`config.mk`:
```
export PLATFORM = sky130hd
export DESIGN_NAME = uart_tx_fifo_transmitter_flat
export DESIGN_NICKNAME = d
export VERILOG_FILES = /design/src/rtl/uart_tx_fifo_transmitter_pkg.sv /design/src/rtl/uart_tx_fifo_transmitter_if.sv /design/src/rtl/uart_tx_byte_fifo.sv /design/src/rtl/uart_tx_fifo_transmitter.sv /design/src/flat_wrapper.sv
export SDC_FILE = /design/constraint.sdc
export NUM_CORES = 1
export LEC_CHECK = 0
export CORE_UTILIZATION = 50
export CTS_CLUSTER_SIZE = 14
export DETAILED_ROUTE_END_ITERATION = 12
export PLACE_DENSITY = 0.68
export SLEW_MARGIN = 25
export SYNTH_ARGS = -nofsm -noshare
export SYNTH_HDL_FRONTEND = slang
export SYNTH_SLANG_ARGS = --single-unit
```
`constraint.sdc`:
```
create_clock -name CLK -period 3.9 [get_ports CLK]
set_input_delay 0.585 -clock CLK [delete_from_list [all_inputs] [get_ports CLK]]
set_output_delay 0.585 -clock CLK [all_outputs]
set_load 0.02 [all_outputs]
```
`src/rtl/uart_tx_fifo_transmitter_pkg.sv`:
```
// Shared constants for the UART transmit path: FSM state encodings, data width and the
// cycles-per-bit formula (the receiver derives its bit timing from the same function).
package uart_tx_fifo_transmitter_pkg;

    localparam int DATA_BITS = 8;

    typedef enum logic [2:0] {
        TX_IDLE   = 3'd0,
        TX_START  = 3'd1,
        TX_DATA   = 3'd2,
        TX_PARITY = 3'd3,
        TX_STOP   = 3'd4
    } tx_state_e;

    function automatic int symbol_edge_time(input int clock_freq, input int baud_rate);
        return clock_freq / baud_rate;
    endfunction

endpackage

```
`src/rtl/uart_tx_fifo_transmitter_if.sv`:
```
// Byte handshake from the datapath into the UART transmitter; a byte moves on an edge
// where DataInValid && DataInReady.
interface uart_tx_fifo_transmitter_if;
    import uart_tx_fifo_transmitter_pkg::*;

    logic [DATA_BITS-1:0] DataIn;
    logic                 DataInValid;
    logic                 DataInReady;

    modport master (output DataIn, output DataInValid, input DataInReady);
    modport slave  (input DataIn, input DataInValid, output DataInReady);

endinterface

```
`src/rtl/uart_tx_byte_fifo.sv`:
```
// Synchronous register FIFO of bytes for the UART transmitter; full is a registered flag
// so that the upstream ready derived from it cannot glitch.
module uart_tx_byte_fifo
    import uart_tx_fifo_transmitter_pkg::*;
#(
    parameter int FIFO_DEPTH = 4
) (
    input  logic                           CLK,
    input  logic                           reset,
    input  logic                           push,
    input  logic [DATA_BITS-1:0]           din,
    input  logic                           pop,
    output logic [DATA_BITS-1:0]           dout,
    output logic                           full,
    output logic                           empty,
    output logic [$clog2(FIFO_DEPTH):0]    count
);

    localparam int PTR_W = $clog2(FIFO_DEPTH);
    localparam int CNT_W = PTR_W + 1;

    logic [DATA_BITS-1:0] mem_q [FIFO_DEPTH];
    logic [PTR_W-1:0]     wr_ptr_q, wr_ptr_d;
    logic [PTR_W-1:0]     rd_ptr_q, rd_ptr_d;
    logic [CNT_W-1:0]     count_q, count_d;
    logic                 full_q, full_d;

    always_comb begin
        // NOTE: every output gets a default first, so no path leaves a variable unassigned and no latch is inferred.
        wr_ptr_d = wr_ptr_q;
        rd_ptr_d = rd_ptr_q;
        count_d  = count_q;
        if (push) wr_ptr_d = wr_ptr_q + PTR_W'(1);
        if (pop)  rd_ptr_d = rd_ptr_q + PTR_W'(1);
        unique case ({push, pop})
            2'b10:   count_d = count_q + CNT_W'(1);
            2'b01:   count_d = count_q - CNT_W'(1);
            default: count_d = count_q;
        endcase
        full_d = (count_d == CNT_W'(FIFO_DEPTH));
    end

    // NOTE: sequential state uses non-blocking assignments so all flops update together at the edge.
    always_ff @(posedge CLK or posedge reset) begin
        if (reset) begin
            wr_ptr_q <= '0;
            rd_ptr_q <= '0;
            count_q  <= '0;
            full_q   <= 1'b0;
        end else begin
            wr_ptr_q <= wr_ptr_d;
            rd_ptr_q <= rd_ptr_d;
            count_q  <= count_d;
            full_q   <= full_d;
        end
    end

    // NOTE: storage is not reset; clearing the pointers and count already makes any stale entry unreachable.
    always_ff @(posedge CLK) begin
        if (push) mem_q[wr_ptr_q] <= din;
    end

    assign dout  = mem_q[rd_ptr_q];
    assign full  = full_q;
    assign empty = (count_q == '0);
    assign count = count_q;

endmodule

```
`src/rtl/uart_tx_fifo_transmitter.sv`:
```
// FIFO-buffered UART transmitter producing start / 8 data LSB first / stop frames on SOut.
// Define UART_TX_PARITY_EN to insert an even-parity bit before the stop bit.
module uart_tx_fifo_transmitter
    import uart_tx_fifo_transmitter_pkg::*;
#(
    parameter int CLOCK_FREQ = 100_000_000,
    parameter int BAUD_RATE  = 115_200,
    parameter int FIFO_DEPTH = 4
) (
    input  logic                             CLK,
    input  logic                             reset,
    uart_tx_fifo_transmitter_if.slave        data_in,
    output logic                             SOut,
    output logic                             TxBusy
);

    localparam int SET   = symbol_edge_time(CLOCK_FREQ, BAUD_RATE);
    localparam int CYC_W = (SET > 1) ? $clog2(SET) : 1;
    localparam int BIT_W = $clog2(DATA_BITS);
    localparam int CNT_W = $clog2(FIFO_DEPTH) + 1;
    localparam logic [CYC_W-1:0] CYC_LAST = CYC_W'(SET - 1);
    localparam logic [BIT_W-1:0] BIT_LAST = BIT_W'(DATA_BITS - 1);

    tx_state_e            state_q, state_d;
    logic [DATA_BITS-1:0] shreg_q, shreg_d;
    logic [BIT_W-1:0]     bit_q, bit_d;
    logic [CYC_W-1:0]     cyc_q, cyc_d;
    logic                 sout_q, sout_d;
`ifdef UART_TX_PARITY_EN
    logic                 parity_q, parity_d;
`endif

    logic                 fifo_push, fifo_pop, fifo_full, fifo_empty;
    logic [DATA_BITS-1:0] fifo_dout;
    logic [CNT_W-1:0]     fifo_count;
    logic                 bit_end, load;

    assign data_in.DataInReady = ~fifo_full;
    assign fifo_push           = data_in.DataInValid & ~fifo_full;

    uart_tx_byte_fifo #(.FIFO_DEPTH(FIFO_DEPTH)) u_fifo (
        .CLK   (CLK),
        .reset (reset),
        .push  (fifo_push),
        .din   (data_in.DataIn),
        .pop   (fifo_pop),
        .dout  (fifo_dout),
        .full  (fifo_full),
        .empty (fifo_empty),
        .count (fifo_count)
    );

    assign bit_end = (cyc_q == CYC_LAST);
    // A new frame starts from IDLE or directly at the end of a stop bit, so queued bytes leave with no idle gap.
    assign load = !fifo_empty && ((state_q == TX_IDLE) || (state_q == TX_STOP && bit_end));

    always_comb begin
        state_d  = state_q;
        shreg_d  = shreg_q;
        bit_d    = bit_q;
        cyc_d    = cyc_q;
        sout_d   = sout_q;
        fifo_pop = 1'b0;
`ifdef UART_TX_PARITY_EN
        parity_d = parity_q;
`endif
        if (state_q != TX_IDLE) cyc_d = bit_end ? '0 : cyc_q + CYC_W'(1);

        unique case (state_q)
            TX_IDLE: ;
            TX_START: begin
                if (bit_end) begin
                    state_d = TX_DATA;
                    sout_d  = shreg_q[0];
                    bit_d   = '0;
                end
            end
            TX_DATA: begin
                if (bit_end) begin
                    if (bit_q == BIT_LAST) begin
`ifdef UART_TX_PARITY_EN
                        state_d = TX_PARITY;
                        sout_d  = parity_q;
`else
                        state_d = TX_STOP;
                        sout_d  = 1'b1;
`endif
                    end else begin
                        shreg_d = {1'b0, shreg_q[DATA_BITS-1:1]};
                        sout_d  = shreg_q[1];
                        bit_d   = bit_q + BIT_W'(1);
                    end
                end
            end
`ifdef UART_TX_PARITY_EN
            TX_PARITY: begin
                if (bit_end) begin
                    state_d = TX_STOP;
                    sout_d  = 1'b1;
                end
            end
`endif
            TX_STOP: begin
                if (bit_end) begin
                    state_d = TX_IDLE;
                    sout_d  = 1'b1;
                end
            end
            default: begin
                state_d = TX_IDLE;
                sout_d  = 1'b1;
            end
        endcase

        if (load) begin
            fifo_pop = 1'b1;
            shreg_d  = fifo_dout;
            state_d  = TX_START;
            sout_d   = 1'b0;
            cyc_d    = '0;
            bit_d    = '0;
`ifdef UART_TX_PARITY_EN
            parity_d = ^fifo_dout;
`endif
        end
    end

    always_ff @(posedge CLK or posedge reset) begin
        if (reset) begin
            state_q  <= TX_IDLE;
            shreg_q  <= '0;
            bit_q    <= '0;
            cyc_q    <= '0;
            sout_q   <= 1'b1;
`ifdef UART_TX_PARITY_EN
            parity_q <= 1'b0;
`endif
        end else begin
            state_q  <= state_d;
            shreg_q  <= shreg_d;
            bit_q    <= bit_d;
            cyc_q    <= cyc_d;
            sout_q   <= sout_d;
`ifdef UART_TX_PARITY_EN
            parity_q <= parity_d;
`endif
        end
    end

    assign SOut   = sout_q;
    assign TxBusy = (state_q != TX_IDLE) || (fifo_count != '0);

endmodule

```
`src/flat_wrapper.sv`:
```
// flat-port wrapper written by rule: the top's interface ports become plain ports
module uart_tx_fifo_transmitter_flat import uart_tx_fifo_transmitter_pkg::*;
#(
    parameter int CLOCK_FREQ = 100_000_000,
    parameter int BAUD_RATE  = 115_200,
    parameter int FIFO_DEPTH = 4
)
  (CLK, reset, SOut, TxBusy, data_in_DataIn, data_in_DataInValid, data_in_DataInReady);
  uart_tx_fifo_transmitter_if data_in_i ();
  input  logic CLK;
  input  logic reset;
  output logic SOut;
  output logic TxBusy;
  input wire logic [$bits(data_in_i.DataIn)-1:0] data_in_DataIn;
  input wire logic [$bits(data_in_i.DataInValid)-1:0] data_in_DataInValid;
  output wire logic [$bits(data_in_i.DataInReady)-1:0] data_in_DataInReady;
  assign data_in_i.DataIn = data_in_DataIn;
  assign data_in_i.DataInValid = data_in_DataInValid;
  assign data_in_DataInReady = data_in_i.DataInReady;
  uart_tx_fifo_transmitter #(.CLOCK_FREQ(CLOCK_FREQ), .BAUD_RATE(BAUD_RATE), .FIFO_DEPTH(FIFO_DEPTH)) u_core (.CLK(CLK), .reset(reset), .data_in(data_in_i), .SOut(SOut), .TxBusy(TxBusy));
endmodule
```
==> results of run 1 <==
## metal layers
| metal | up-vias | track usage (%) |
|---|---|---|
| li1 | 801 | - |
| met3 | 10 | 5.23 |
| met2 | 25 | 24.1 |
| met1 | 796 | 22.5 |
| met4 | 0 | 9.44 |
| met5 | - | 0 |
## state kept, by name, indices dropped and copies added (netlist names)
name	flops
u_core.u_fifo.mem_q	32
u_core.u_fifo.count	3
u_core.cyc_q	10
u_core.shreg_q	8
u_core.u_fifo.rd_ptr_q	2
u_core.state_q	3
u_core.u_fifo.full	1
u_core.bit_q	3
u_core.SOut	1
u_core.u_fifo.wr_ptr_q	2
## cell type report
class	instances	area (sq um)
clock buffer	9	124
clock inverter	7	104
fill	450	2250
inverter	7	31.3
multi-input combinational	130	1040
sequential	65	1790
tap	72	90.1
timing repair buffer	14	138
## power breakdown
group          total [W]  switching (W)  internal [W]
logic           0.000530       0.000256      0.000274
clock network   0.000641       0.000275      0.000366
registers        0.00106       0.000152      0.000909
total            0.00223       0.000683       0.00155
## cell families after synthesis
logic type,after synthesis
compound gates,27
xor+xnor,16
fa+ha+maj,9
flops,65
buf+inv,16
simple gates,61
mux,17
## synth_stat cells (all sizes together), types with 2 or more instances
library cell / number
dfrtp: 32
edfxtp: 32
nand2: 19
o21ai: 14
nor2: 13
ha: 8
mux4: 8
xnor2: 8
xor2: 8
mux2i: 7
inv: 6
and2: 5
buf: 5
a21oi: 4
clkbuf: 4
nand3: 4
nor3: 4
nand4: 3
or3: 3
a22o: 2
mux2: 2
nand3b: 2
nand4b: 2
o211ai: 2
## placed cells by master, fill, tap and decap left out, types with 7 or more instances in the layout
cell type / instances
xnor2_1: 8
o21ai_0: 8
dfrtp_1: 32
edfxtp_1: 32
nand2_1: 19
ha_1: 8
xor2_1: 8
nor2_1: 13
clkbuf_8: 9
clkdlybuf4s50_1: 13
mux4_2: 8
mux2i_1: 7
## worst reg2reg max path, stage by stage, from the launching register on
cell and delay (ns):
dfrtp_1 0.41, ha_1 0.22, nand4b_1 0.22, or3_1 0.49, a21o_1 0.29, clkinv_4 0.16, ha_1 0.22, fa_1 0.42
mux2_2 0.28, nor3b_1 0.19
## per-stage QoR
| step | cell area, sq um | power, W | util (%) |
|---|---|---|---|
| after CTS | 3320 | 0.00226 | 59.6 |
| final | 3320 | 0.00223 | 59.6 |
| after global routing | 3320 | 0.00236 | 59.6 |
| after floorplan | 2930 | 0.00148 | - |
| after global placement | 3090 | 0.00160 | 55.5 |
| after detailed placement | 3090 | 0.00161 | 55.5 |
## worst paths after layout
check	depth (start not counted)	to	slack (ns)
worst max-delay path	9	u_core.u_fifo.full$_DFF_PP0_	0.93
worst min-delay path	2	u_core.SOut$_DFFE_PP1P_	0.48
worst max register to register	9	u_core.u_fifo.full$_DFF_PP0_	0.93
worst min register to register	2	u_core.SOut$_DFFE_PP1P_	0.48
max in group asynchronous	3	u_core.SOut$_DFFE_PP1P_	2.92
min in group asynchronous	3	u_core.u_fifo.full$_DFF_PP0_	0.65
==> impl_metrics.json, run 1 <==
{
  "status": "finished, final reports clean",
  "crit_top_cell": "ha_1",
  "post-dp-hpwl_mm": 3.02,
  "worstSetupStartpointType": "flop",
  "cts_tree": "done",
  "syn_to_final_growth_pct": 13.4,
  "min_period_over_period_pct": 76.2,
  "slew_headroom_pct": 57.4,
  "post-place-ws_ns": 0.905,
  "wl_met2_mm": 2.07,
  "drive_gt1_share_pct": 17.7,
  "firstDrtPassIters": 4,
  "synth_compound_area_share_pct": 6.41,
  "vias": 1632,
  "tightest_slew_ns": 0.634,
  "fmax_mhz": 337,
  "synth_cells": 211,
  "synth_fa_ha_area_share_pct": 4.10,
  "clkLatencyLatePin_ns": 0.34,
  "antenna_found_initial": 0,
  "finalSetupViolCount": 0,
  "layout.cells.non_filler": 304,
  "ant_nets": 0,
  "antennaDiodeCount": 0,
  "h-tree-depth": 3,
  "yosys-top-cells-area": "edfxtp_1, dfrtp_1, mux4_2",
  "clk_pin_slew_ns": 0.08,
  "cts.sinks": 65,
  "grt_pass1_vias": 1578,
  "post-route-min-period_ns": 2.97,
  "synth_edf_count": 32,
  "synth_top_area_share_pct": 32.8,
  "synthMuxAreaShare_pct": 9.32,
  "wl_mm": 4.51,
  "netlist_area_sq_um": 2930,
  "fin_skew_ns": 0.00752,
  "critical_path_arrival_ns": 3.23,
  "crit_chain": "ha_1, nand4b_1, or3_1, a21o_1, clkinv_4, ha_1, fa_1, mux2_2, nor3b_1",
  "place_congestion": 0.746,
  "path_buf_inv": 1,
  "wl_met3_um": 143,
  "ctsResizeCount": 0,
  "synth_warnings": 0,
  "drv_slew": 0,
  "power_leakage_nw": 1.29,
  "synth_top_family_by_area": "simple AND/OR/NAND/NOR gates",
  "fin_nets": 247,
  "track_usage_pct": 16.8,
  "dieWidth_um": 78.5,
  "p_per_area_nw_per_um2": 672,
  "wl_per_cell_um": 14.8,
  "peakVddDrop_v": 0.000457,
  "cts_root_buf": "clkbuf_8",
  "critPathLaunch": "u_core.cyc_q[0]$_DFFE_PP0P_",
  "topRoutingLayerUsed": "met4",
  "initial_core_util_pct": 52.5,
  "drc_errors": 0,
  "portBuffers": 13,
  "synthFlopType": "edfxtp_1",
  "grt_max_degree": 34,
  "ys_seq_area_share_pct": 61.1,
  "cp.required_ns": 4.16,
  "fp.dieH_um": 78.5,
  "fin_ws_ns": 0.930,
  "rows": 27,
  "setup_tns_ns": 0,
  "cp_top_family": "simple AND/OR/NAND/NOR gates",
  "ios": 14,
  "hold_ws_ns": 0.485,
  "cts_hold_buf": 0,
  "postCtsSetupBuffers": 0,
  "critPathSlowestCell": "or3_1",
  "yosys.cell_types.count": 44,
  "cp_max_fo": 17,
  "hold_viol_final": 0,
  "drt_iter0_drc": 103,
  "timing_worst_setup_path_type": "flop to flop",
  "maxCapViolCount": 0,
  "die-area_sq_um": 6160,
  "synthArstFlopShare_pct": 50.8,
  "clk_path_buf_depth": 2,
  "synth_area_per_cell_sq_um": 13.9,
  "min_from": "u_core.SOut$_DFFE_PP1P_",
  "grt_overflow": 0,
  "met1Wirelength_mm": 2.21,
  "yosysTopAreaCell": "edfxtp_1",
  "grt_setup_unrepaired": "no",
  "syn-num-nets": 231,
  "cts_buffers": 9,
  "vias_per_cell": 5.37,
  "core-area_sq_um": 5570,
  "r2r_start": "u_core.cyc_q[0]$_DFFE_PP0P_",
  "critical-path-max-stage-delay_ns": 0.49,
  "place_inst": 288,
  "grt_pass1_wl_mm": 7.52,
  "min_path_type": "flop to flop",
  "yosys_register_bits": 65,
  "synth_xor_area_share_pct": 4.79,
  "end_kind": "flop",
  "synthSimpleGateAreaFrac_pct": 11.1
}
(Power assumes the default switching activity.)
==> run 2: changes to the inputs <==
--- a/config.mk
+++ b/config.mk
@@ -8,7 +8,7 @@
 export CORE_UTILIZATION = 50
 export CTS_CLUSTER_SIZE = 14
 export DETAILED_ROUTE_END_ITERATION = 12
-export PLACE_DENSITY = 0.68
+export PLACE_DENSITY = 0.71
 export SLEW_MARGIN = 25
 export SYNTH_ARGS = -nofsm -noshare
 export SYNTH_HDL_FRONTEND = slang
==> constraint.sdc (replaced) <==
create_clock -name CLK -period 2.58 [get_ports CLK]
set_input_delay 0.387 -clock CLK [delete_from_list [all_inputs] [get_ports CLK]]
set_output_delay 0.387 -clock CLK [all_outputs]
set_load 0.02 [all_outputs]
==> run 2 against run 1 <==
- fmax grew 20%
- register-to-register slack worse by 0.82 ns
- combinational power grew 78%
- clock power increased by 37%
- core utilization increased by 2.1 points
- non-clock buffer count up 13
- die area unchanged
- via count up 3.7%
- critical path depth stayed put
- final cell count increased by 4.3%
- first-iteration DRC count down 24%
==> impl_metrics.json, run 2 (synthesis results as in run 1) <==
{
  "cts.sinks": 65,
  "vias": 1692,
  "clk_pin_slew_ns": 0.08,
  "fin_skew_ns": 0.00692,
  "p_per_area_nw_per_um2": 992,
  "wl_mm": 4.71,
  "dieWidth_um": 78.5,
  "power_leakage_nw": 1.35,
  "min_path_type": "primary input to asynchronous set/reset pin",
  "final_common_cell": "edfxtp_1",
  "fp.dieH_um": 78.5,
  "drc_errors": 0,
  "drive_gt1_share_pct": 24.5,
  "clk_path_buf_depth": 2,
  "place_congestion": 0.752,
  "cts_hold_buf": 0,
  "ios": 14,
  "initial_core_util_pct": 52.5,
  "critical_path_arrival_ns": 2.73,
  "firstDrtPassIters": 4,
  "fmax_mhz": 405,
  "grt_pass1_vias": 1686,
  "grt_pass1_wl_mm": 8.39,
  "h-tree-depth": 3,
  "antennaDiodeCount": 0,
  "grt_max_degree": 34,
  "finalSetupViolCount": 0,
  "post-dp-hpwl_mm": 3.25,
  "place_inst": 300,
  "maxCapViolCount": 0,
  "rows": 27,
  "syn_to_final_growth_pct": 17.5,
  "portBuffers": 13,
  "fin_nets": 260,
  "ant_nets": 0,
  "cts_buffers": 9,
  "antenna_found_initial": 0,
  "layout.cells.non_filler": 317,
  "r2r_cells": 9,
  "largest_reg_flops": 32,
  "peakVddDrop_v": 0.000620,
  "die-area_sq_um": 6160,
  "setup_tns_ns": 0,
  "final_cell_mix": "edfxtp_1, dfrtp_1, nand2_1, buf_4",
  "grt_setup_unrepaired": "no",
  "end_kind": "flop",
  "cp_max_fo": 5,
  "vias_per_cell": 5.34,
  "track_usage_pct": 18.5,
  "post-route-min-period_ns": 2.47,
  "tightest_slew_ns": 0.562,
  "wl_per_cell_um": 14.9,
  "cts_root_buf": "clkbuf_8",
  "min_period_over_period_pct": 95.6,
  "worstSetupStartpointType": "flop",
  "slew_headroom_pct": 62.6,
  "cts_tree": "done",
  "fin_area_sq_um": 3440,
  "clkLatencyLatePin_ns": 0.34,
  "grt_overflow": 0,
  "cp.required_ns": 2.85,
  "core-area_sq_um": 5570,
  "top_regs": "u_core.u_fifo.mem_q x32, u_core.cyc_q x10, u_core.shreg_q x8",
  "drv_slew": 0,
  "top_register": "u_core.u_fifo.mem_q",
  "place_area_sq_um": 3220,
  "final_util_pct": 61.7,
  "timing_worst_setup_path_type": "flop to flop",
  "hold_viol_final": 0,
  "drt_iter0_drc": 78,
  "status": "finished, final reports clean"
}
-- run 2: changes by cell type in the layout (fill, tap and decap cells not counted), moves of 2 or more --
cell	before	now
buf_4	1	14
clkinv_4	5	2
ha_1	8	6
ha_4	0	2
inv_6	1	3
-- run 2: worst max-delay path, cell delays in order, from the launching register on --
cell	delay, ns
dfrtp_2	0.43
ha_4	0.16
nand4b_1	0.13
or3_4	0.40
a21o_4	0.24
clkinv_4	0.06
ha_4	0.13
fa_1	0.41
mux2_4	0.29
nor3b_2	0.14
-- run 2: timing repair --
action                                  4_1_cts  5_1_grt
setup buffers                                 0        1
gates resized for setup                       0        3
endpoints found under the hold margin         0        0
endpoints found under the setup margin        0        1
-- run 2: layer usage --
layer / routed length (um) / global-route usage, % / vias up
met4: 75 / 10.6 / 0
li1: - / - / 827
met5: 0 / 0 / -
met2: 2250 / 27.3 / 37
met3: 181 / 3.49 / 5
met1: 2200 / 25.7 / 823
-- run 2: worst paths after layout --
kind | from | endpoint | slack, ns
hold / removal | reset | u_core.u_fifo.wr_ptr_q[1]$_DFFE_PP0P_ | 0.43
min in group CLK | u_core.SOut$_DFFE_PP1P_ | u_core.SOut$_DFFE_PP1P_ | 0.48
setup reg to reg | u_core.cyc_q[0]$_DFFE_PP0P_ | u_core.u_fifo.full$_DFF_PP0_ | 0.11
hold reg to reg | u_core.SOut$_DFFE_PP1P_ | u_core.SOut$_DFFE_PP1P_ | 0.48
max in group asynchronous | reset | u_core.SOut$_DFFE_PP1P_ | 1.81
setup / recovery | u_core.cyc_q[0]$_DFFE_PP0P_ | u_core.u_fifo.full$_DFF_PP0_ | 0.11
-- run 2: layout make-up --
cell class / count / area [sq um]
fill: 431 / 2140
sequential: 65 / 1790
multi-input combinational: 130 / 1090
timing repair buffer: 27 / 235
clock buffer: 9 / 124
tap: 72 / 90.1
clock inverter: 7 / 77.6
inverter: 7 / 31.3
-- run 2: power breakdown --
group | switching [W] | total [W] | internal (W)
Combinational | 0.000445 | 0.000945 | 0.000501
Sequential | 0.000212 | 0.00159 | 0.00138
Clock | 0.000420 | 0.000876 | 0.000456
Total | 0.00108 | 0.00341 | 0.00233
-- run 2: per-stage QoR --
| stage | worst slack [ns] | hold WS, ns | total power [W] |
|---|---|---|---|
| floorplan | -0.0938 | 0.452 | 0.00227 |
| detailed placement | 0.0446 | 0.472 | 0.00255 |
| global placement | 0.109 | 0.465 | 0.00251 |
| finish | 0.114 | 0.428 | 0.00341 |
| CTS | 0.0378 | 0.436 | 0.00342 |
| global route | 0.00536 | 0.470 | 0.00365 |
